==> src/rtl/sha_round_state_if.sv <==
// Handshake/data bundle for sha_round_state.
// Master drives control and round terms; slave returns working variables.
interface sha_round_state_if #(
  parameter int DATA_W = 32
) ();
  logic              run;
  logic              load;
  logic [DATA_W-1:0] init_word;
  logic [DATA_W-1:0] t1;
  logic [DATA_W-1:0] maj;
  logic [DATA_W-1:0] out0;
  logic [DATA_W-1:0] out1;
  logic [DATA_W-1:0] out2;
  logic [DATA_W-1:0] out3;
  logic [DATA_W-1:0] out4;
  logic [DATA_W-1:0] out5;
  logic [DATA_W-1:0] out6;
  logic [DATA_W-1:0] out7;
  logic [5:0]        round;
  logic              busy;
  logic              done;

  modport master (
    output run, load, init_word, t1, maj,
    input  out0, out1, out2, out3,
    input  out4, out5, out6, out7,
    input  round, busy, done
  );

  modport slave (
    input  run, load, init_word, t1, maj,
    output out0, out1, out2, out3,
    output out4, out5, out6, out7,
    output round, busy, done
  );
endinterface

==> src/rtl/sha_round_state.sv <==
// SHA-256 round state register file with round FSM.
// Optional feed-forward hash registers: define SHA_FEEDFORWARD_EN.
module sha_round_state #(
  parameter int DATA_W = 32,
  parameter int ROUNDS = 64
) (
  input logic           clk,
  input logic           rst,
  sha_round_state_if.slave bus
);

  typedef enum logic [1:0] {
    IDLE  = 2'd0,
    ROUND = 2'd1,
`ifdef SHA_FEEDFORWARD_EN
    FEED  = 2'd2,
`endif
    DONE  = 2'd3
  } state_t;

  state_t            state;
  state_t            state_nx;
  logic [DATA_W-1:0] wv [8];
  logic [5:0]        round;
  logic              last;
  logic [DATA_W-1:0] s0;
`ifdef SHA_FEEDFORWARD_EN
  logic [DATA_W-1:0] hr [8];
`endif

  function automatic logic [DATA_W-1:0] rotr(
    input logic [DATA_W-1:0] x,
    input int                n
  );
    return (x >> n) | (x << (DATA_W - n));
  endfunction

  assign last = (round == 6'(ROUNDS - 1));
  assign s0   = rotr(wv[0], 2)
              ^ rotr(wv[0], 13)
              ^ rotr(wv[0], 22);

  always_ff @(posedge clk or posedge rst) begin
    if (rst) state <= IDLE;
    else     state <= state_nx;
  end

  always_comb begin
    state_nx = state;
    case (state)
      IDLE:
        if (bus.run && !bus.load) state_nx = ROUND;
      ROUND:
`ifdef SHA_FEEDFORWARD_EN
        if (last) state_nx = FEED;
      FEED:
        state_nx = DONE;
`else
        if (last) state_nx = DONE;
`endif
      DONE:
        state_nx = IDLE;
      default:
        state_nx = IDLE;
    endcase
  end

  always_comb begin
    bus.busy = 1'b0;
    bus.done = 1'b0;
    case (state)
      ROUND: bus.busy = 1'b1;
`ifdef SHA_FEEDFORWARD_EN
      FEED:  bus.busy = 1'b1;
`endif
      DONE:  bus.done = 1'b1;
      default: ;
    endcase
  end

  // Working variables, round counter and optional hash registers
  always_ff @(posedge clk or posedge rst) begin
    if (rst) begin
      for (int i = 0; i < 8; i++) begin
        wv[i] <= '0;
`ifdef SHA_FEEDFORWARD_EN
        hr[i] <= '0;
`endif
      end
      round <= '0;
    end else begin
      case (state)
        IDLE: begin
          if (bus.load) begin
            wv[0] <= bus.init_word;
            for (int i = 1; i < 8; i++)
              wv[i] <= wv[i-1];
`ifdef SHA_FEEDFORWARD_EN
            hr[0] <= bus.init_word;
            for (int i = 1; i < 8; i++)
              hr[i] <= hr[i-1];
`endif
          end
        end
        ROUND: begin
          wv[0] <= bus.t1 + s0 + bus.maj;
          wv[1] <= wv[0];
          wv[2] <= wv[1];
          wv[3] <= wv[2];
          wv[4] <= wv[3] + bus.t1;
          wv[5] <= wv[4];
          wv[6] <= wv[5];
          wv[7] <= wv[6];
          round <= last ? 6'd0 : round + 6'd1;
        end
`ifdef SHA_FEEDFORWARD_EN
        FEED: begin
          for (int i = 0; i < 8; i++) begin
            wv[i] <= wv[i] + hr[i];
            hr[i] <= wv[i] + hr[i];
          end
        end
`endif
        default: ;
      endcase
    end
  end

  assign bus.out0  = wv[0];
  assign bus.out1  = wv[1];
  assign bus.out2  = wv[2];
  assign bus.out3  = wv[3];
  assign bus.out4  = wv[4];
  assign bus.out5  = wv[5];
  assign bus.out6  = wv[6];
  assign bus.out7  = wv[7];
  assign bus.round = round;

endmodule

==> src/flat_wrapper.sv <==
// flat-port wrapper written by rule: the top's interface ports become plain ports
module sha_round_state_flat 
#(
  parameter int DATA_W = 32,
  parameter int ROUNDS = 64
)
  (clk, rst, bus_run, bus_load, bus_init_word, bus_t1, bus_maj, bus_out0, bus_out1, bus_out2, bus_out3, bus_out4, bus_out5, bus_out6, bus_out7, bus_round, bus_busy, bus_done);
  sha_round_state_if #(.DATA_W(DATA_W)) bus_i ();
  input logic clk;
  input logic rst;
  input wire logic [$bits(bus_i.run)-1:0] bus_run;
  input wire logic [$bits(bus_i.load)-1:0] bus_load;
  input wire logic [$bits(bus_i.init_word)-1:0] bus_init_word;
  input wire logic [$bits(bus_i.t1)-1:0] bus_t1;
  input wire logic [$bits(bus_i.maj)-1:0] bus_maj;
  output wire logic [$bits(bus_i.out0)-1:0] bus_out0;
  output wire logic [$bits(bus_i.out1)-1:0] bus_out1;
  output wire logic [$bits(bus_i.out2)-1:0] bus_out2;
  output wire logic [$bits(bus_i.out3)-1:0] bus_out3;
  output wire logic [$bits(bus_i.out4)-1:0] bus_out4;
  output wire logic [$bits(bus_i.out5)-1:0] bus_out5;
  output wire logic [$bits(bus_i.out6)-1:0] bus_out6;
  output wire logic [$bits(bus_i.out7)-1:0] bus_out7;
  output wire logic [$bits(bus_i.round)-1:0] bus_round;
  output wire logic [$bits(bus_i.busy)-1:0] bus_busy;
  output wire logic [$bits(bus_i.done)-1:0] bus_done;
  assign bus_i.run = bus_run;
  assign bus_i.load = bus_load;
  assign bus_i.init_word = bus_init_word;
  assign bus_i.t1 = bus_t1;
  assign bus_i.maj = bus_maj;
  assign bus_out0 = bus_i.out0;
  assign bus_out1 = bus_i.out1;
  assign bus_out2 = bus_i.out2;
  assign bus_out3 = bus_i.out3;
  assign bus_out4 = bus_i.out4;
  assign bus_out5 = bus_i.out5;
  assign bus_out6 = bus_i.out6;
  assign bus_out7 = bus_i.out7;
  assign bus_round = bus_i.round;
  assign bus_busy = bus_i.busy;
  assign bus_done = bus_i.done;
  sha_round_state #(.DATA_W(DATA_W), .ROUNDS(ROUNDS)) u_core (.clk(clk), .rst(rst), .bus(bus_i));
endmodule
==> config.mk <==
export PLATFORM = sky130hd
export DESIGN_NAME = sha_round_state_flat
export DESIGN_NICKNAME = d
export VERILOG_FILES = /design/src/rtl/sha_round_state_if.sv /design/src/rtl/sha_round_state.sv /design/src/flat_wrapper.sv
export SDC_FILE = /design/constraint.sdc
export NUM_CORES = 1
export LEC_CHECK = 0
export CORE_MARGIN = 2
export CORE_UTILIZATION = 46
export CTS_BUF_LIST = sky130_fd_sc_hd__clkbuf_8
export DETAILED_ROUTE_END_ITERATION = 10
export GPL_ROUTABILITY_DRIVEN = 1
export PLACE_DENSITY = 0.75
export SYNTH_ARGS = -nofsm -noshare
export SYNTH_HDL_FRONTEND = slang
export SYNTH_SLANG_ARGS = --single-unit
==> constraint.sdc <==
create_clock -name clk -period 13.5 [get_ports clk]
set_clock_uncertainty 0.15 [all_clocks]
set_input_delay 2.7 -clock clk [delete_from_list [all_inputs] [get_ports clk]]
set_output_delay 2.7 -clock clk [all_outputs]
set_load 0.02 [all_outputs]
Yosys cells after proc, flatten, opt, wreduce, memory -nomap -nowiden. Cells that the tools add are included.

Add/sub/neg operators: 4. $mul: 0. Div/mod/pow operators: 0. Magnitude comparators: 0. Eq/ne operators: 6. Shift-type cells: 0. Mux-type cells: 8. Bitwise operators: 5. Reduce and logical (&&, ||, !) cells: 6.

Operators with widths (count): 256-bit one-hot mux with 2 select lines (1); 256-bit two-way mux (1); 32-bit adder (3); 32-bit XOR (2); 10-bit by 32-bit OR with 32-bit output (1); 19-bit by 32-bit OR with 32-bit output (1); 30-bit by 32-bit OR with 32-bit output (1); 6-bit by 1-bit adder with 6-bit output, second input constant (1); 6-bit == test, second input constant (1); 6-bit two-way mux (1); 2-bit two-way mux (2); 2-bit by 1-bit inequality test with 1-bit output, second input constant (2); 2-bit one-hot mux with 2 select lines (1); 2-bit AND reduction (2); 2-bit by 1-bit == test with 1-bit output, second input constant (1); 2-bit == test, second input constant (1); 2-bit logical NOT (1); 1-bit two-way mux (2); 2-bit inequality test, second input constant (1); 2-bit nonzero test (1); 1-bit logical AND (1); 1-bit logical NOT (1).

Flip-flop bits (word level): 264. Bits in latches: 0. RAM bits: 0. Memory bits (read-only): 0. Output and inout bits: 264. Word-level logic and storage cells: 39. Memories: 0.

Logic depth before layout (Yosys ltp).
Depth after elaboration: 6. Mapped depth: 15. Mapped depth without buffers: 14.

Worst setup path before layout. Ideal clock, no wire load.

Kind: input port to flip-flop. From: input port bus_maj[1]. To: register u_core.wv (netlist bit u_core.bus.out0[25]). Setup time: 0.137 ns. Arrival: 5.132 ns. Required time: 13.213 ns. Path slack: 8.081 ns. Cell stages on the path: 11. Path buffers: 0. Cell sequence: fa_1 -> ha_1 -> inv_1 -> fa_1 -> nand2b_1 -> a21oi_2 -> nor4b_1 -> o41a_1 -> o21ai_2 -> xnor2_1 -> a21oi_1.

Word-level cells in the longest chain between the ends: 2.

RTL lines: from (decl) (RTL line flat_wrapper.sv:15) `input wire logic [$bits(bus_i.maj)-1:0] bus_maj;`; 32-bit adder (RTL line sha_round_state.sv:106) `wv[0] <= bus.t1 + s0 + bus.maj;`; 256-bit one-hot mux with 2 select lines (RTL line sha_round_state.sv:92) `case (state)`; to (signal, indexed assignment) (RTL line sha_round_state.sv:97) `wv[i] <= wv[i-1];`; to (decl) (RTL line sha_round_state.sv:23) `logic [DATA_W-1:0] wv [8];`.

Every way passes these cells. A chain may end at the register's enable or synchronous reset.

Final worst setup path.
From: register u_core.state[1]. To: output port bus_busy.

Word-level cells in the longest chain between the ends: 2.

RTL lines: from (decl) (RTL line sha_round_state.sv:21) `state_t state;`; from (signal assigned) (RTL line sha_round_state.sv:45) `else state <= state_nx;`; 2-bit by 1-bit == test with 1-bit output (RTL line sha_round_state.sv:71) `case (state)`; 1-bit two-way mux (RTL line sha_round_state.sv:71); to (decl) (RTL line flat_wrapper.sv:25) `output wire logic [$bits(bus_i.busy)-1:0] bus_busy;`.

Every way passes these cells.

==> flow_summary.yaml <==
timing:
  finalHoldViolations: 0
  rsz0062_at_grt: "no"
  fmax_ghz: 0.165
  maxSlewViolCount: 0
  maxSlewHeadroom: 0.248
  min_period_ns: 6.05
  finalCritPeriodShare: 0.448
  tns_ns: 0
  tightestPinTransition_ns: 1.13
  setup_violations: 0
worst_setup_path:
  slowest_delay_ns: 0.73
  worst_path_max_delay_cell: "clkdlybuf4s50_1"
  cp_cell_sequence: "buf_4 -> nand2b_2 -> buf_4 -> inv_1 -> buf_4 -> clkdlybuf4s50_1"
  path_class: "flop to output port"
  crit_path_end_kind: "output port"
  crit_fanout: 69
  cp.arrival_ns: 3.20
  crit_top_cell: "buf_4"
  cp.required_ns: 10.65
  start_kind: "flop"
detailed_routing:
  totalWireLength_um: 55700
  drt_pre_antenna_iters: 5
  wl_per_cell_um: 21.1
  vias_per_cell: 5.56
  vias: 14691
  drc_errors: 0
  drt_iter0_markers: 1355
  drtAntennaViolNets: 0
cts:
  postCtsSetupBuffers: 0
  cts_sinks: 264
  numCtsBuffers: 46
  clock_path_buffers: 3
  cts_hold_buf: 0
  worstSkewPairLatency_ns: 0.59
  ctsResizeCount: 0
  htreeDepth: 2
  cts_tree: "done"
  root_buffer: "clkbuf_8"
  clk_pin_slew_worst_paths_ns: 0.06
floorplanning:
  die_area_um2: 35200
  die_y_um: 188
  num_rows: 67
  core-area_um2: 33400
  die_width_um: 188
  start_util: 0.465
  num_io_pins: 364
layout:
  area_delta_synth_final_pct: 30.6
  nets: 2354
  layout-drive-gt1-share: 0.0461
yosys:
  ys_async_sr_fraction: 1.00
  synthTopCellsByCount: "nand2_1, dfrtp_1, clkbuf_1"
  synthFlopType: "dfrtp_1"
  yosys.cell_types.count: 78
  synth_fp_nets: 2053
  netlist_instances: 1858
  syn-cell-area_um2: 15500
  synth_top_area_cell: "dfrtp_1"
  yosys_warnings: 0
  netlist_top_cells_area: "dfrtp_1, nand2_1, ha_1"
  synth_edf_count: 0
  avgSynthCellArea_um2: 8.35
  yosysMostFrequentCell: "nand2_1"
  yosys_register_bits: 264
  synth_top_area_share: 0.426
  synth-seq-area-share: 0.426
global_routing:
  grt_max_degree: 117
  antenna_found_initial: 2
  gr-total-overflow: 0
  grt_pass1_wl_um: 84700
  track_usage: 0.311
  grt_pass1_vias: 14344
status:
  status: "complete, no violations"
place:
  io_buffer_count: 363
  place_congestion: 1.01
  hpwl_um: 41500
flow_run:
  maxCapViolCount: 0
min_path:
  worstHoldPathType: "flop to flop"
layout make-up:
class	count	area, µm²
clock inverters	24	173
well taps	448	561
inverters	31	124
flip-flops and latches	264	6610
diodes	2	5.00
multi-input cells	1441	8320
repair buffers	375	3720
clock buffers	55	757
fillers	2997	13100
layout by cell type, fill, tap and decap left out, types with 6 or more instances in the layout:
master             n
a211o_1            7
a211oi_1           6
a21o_1            29
a21oi_1           93
a22oi_1           11
a31oi_1           18
and2_1            10
and3_1            35
buf_4             12
clkbuf_8          55
clkdlybuf4s50_1  363
dfrtp_1          264
fa_1              33
ha_1              62
inv_1             43
nand2_1          715
nand2b_1          12
nand3_1           27
nand4_1           14
nor2_1            62
nor3_1            20
nor4_1             7
o211ai_1           9
o21a_1             6
o21ai_0           44
o21ai_1           10
o21bai_1           6
o22a_1             8
o31ai_1            6
xnor2_1           86
xor2_1            16
final timing paths:
| check | endpoint | cells past startpoint | slack (ns) | from |
|---|---|---|---|---|
| max reg2reg | u_core.bus.out0[31] | 13 | 9.28 | u_core.bus.out0[3] |
| min in group asynchronous | u_core.bus.out7[30] | 2 | 2.53 | rst |
| min reg2reg | u_core.bus.out7[13] | 2 | 0.32 | u_core.bus.out7[13] |
| min | u_core.bus.out7[13] | 2 | 0.32 | u_core.bus.out7[13] |
| max in group asynchronous | u_core.bus.out7[15] | 3 | 9.00 | rst |
| max | bus_busy | 6 | 7.45 | u_core.state[1] |
through the flow:
stage	instance area [µm²]	hold WS [ns]	utilization	setup WS (ns)	cells
2_1_floorplan	15500	0.440	-	3.38	1858
3_3_place_gp	19300	0.307	0.579	7.23	2559
3_5_place_dp	19300	0.311	0.579	7.13	2559
4_1_cts	20300	0.325	0.607	7.39	2638
5_1_grt	20300	0.344	0.607	7.32	2640
6_report	20300	0.321	0.607	7.45	2640
worst max-delay path: cells and delay by family (launching register included):
kind	cells	cell delay, ns
buf+inv	5	1.96
simple gates	1	0.23
flops	1	0.36
per-layer routing:
layer | GRT usage | up-vias | share of wire
li1 | - | 6795 | -
met1 | 0.422 | 7118 | 0.42
met2 | 0.503 | 656 | 0.47
met3 | 0.0436 | 122 | 0.071
met4 | 0.130 | 0 | 0.042
met5 | 0 | - | 0
state kept, by name, summed over array words and instances (netlist names):
| register | cells |
|---|---|
| u_core.bus.round | 6 |
| u_core.bus.out6 | 32 |
| u_core.bus.out5 | 32 |
| u_core.bus.out1 | 32 |
| u_core.bus.out4 | 32 |
| u_core.bus.out0 | 32 |
| u_core.state | 2 |
| u_core.bus.out3 | 32 |
| u_core.bus.out7 | 32 |
| u_core.bus.out2 | 32 |
kinds of logic after synthesis:
logic type,count (synthesis),share of synthesized area
and+or+nand+nor,932,0.249
AOI/OAI and AO/OA,305,0.131
DFF,264,0.426
buffers and inverters,153,0.0392
xor gates and xnor gates,102,0.0576
adders and majority gates,95,0.0926
muxes,7,0.00468
Power is left out: the tool's default activity adds up to more than one toggle a clock period on the data nets, which glitch-free logic cannot reach.
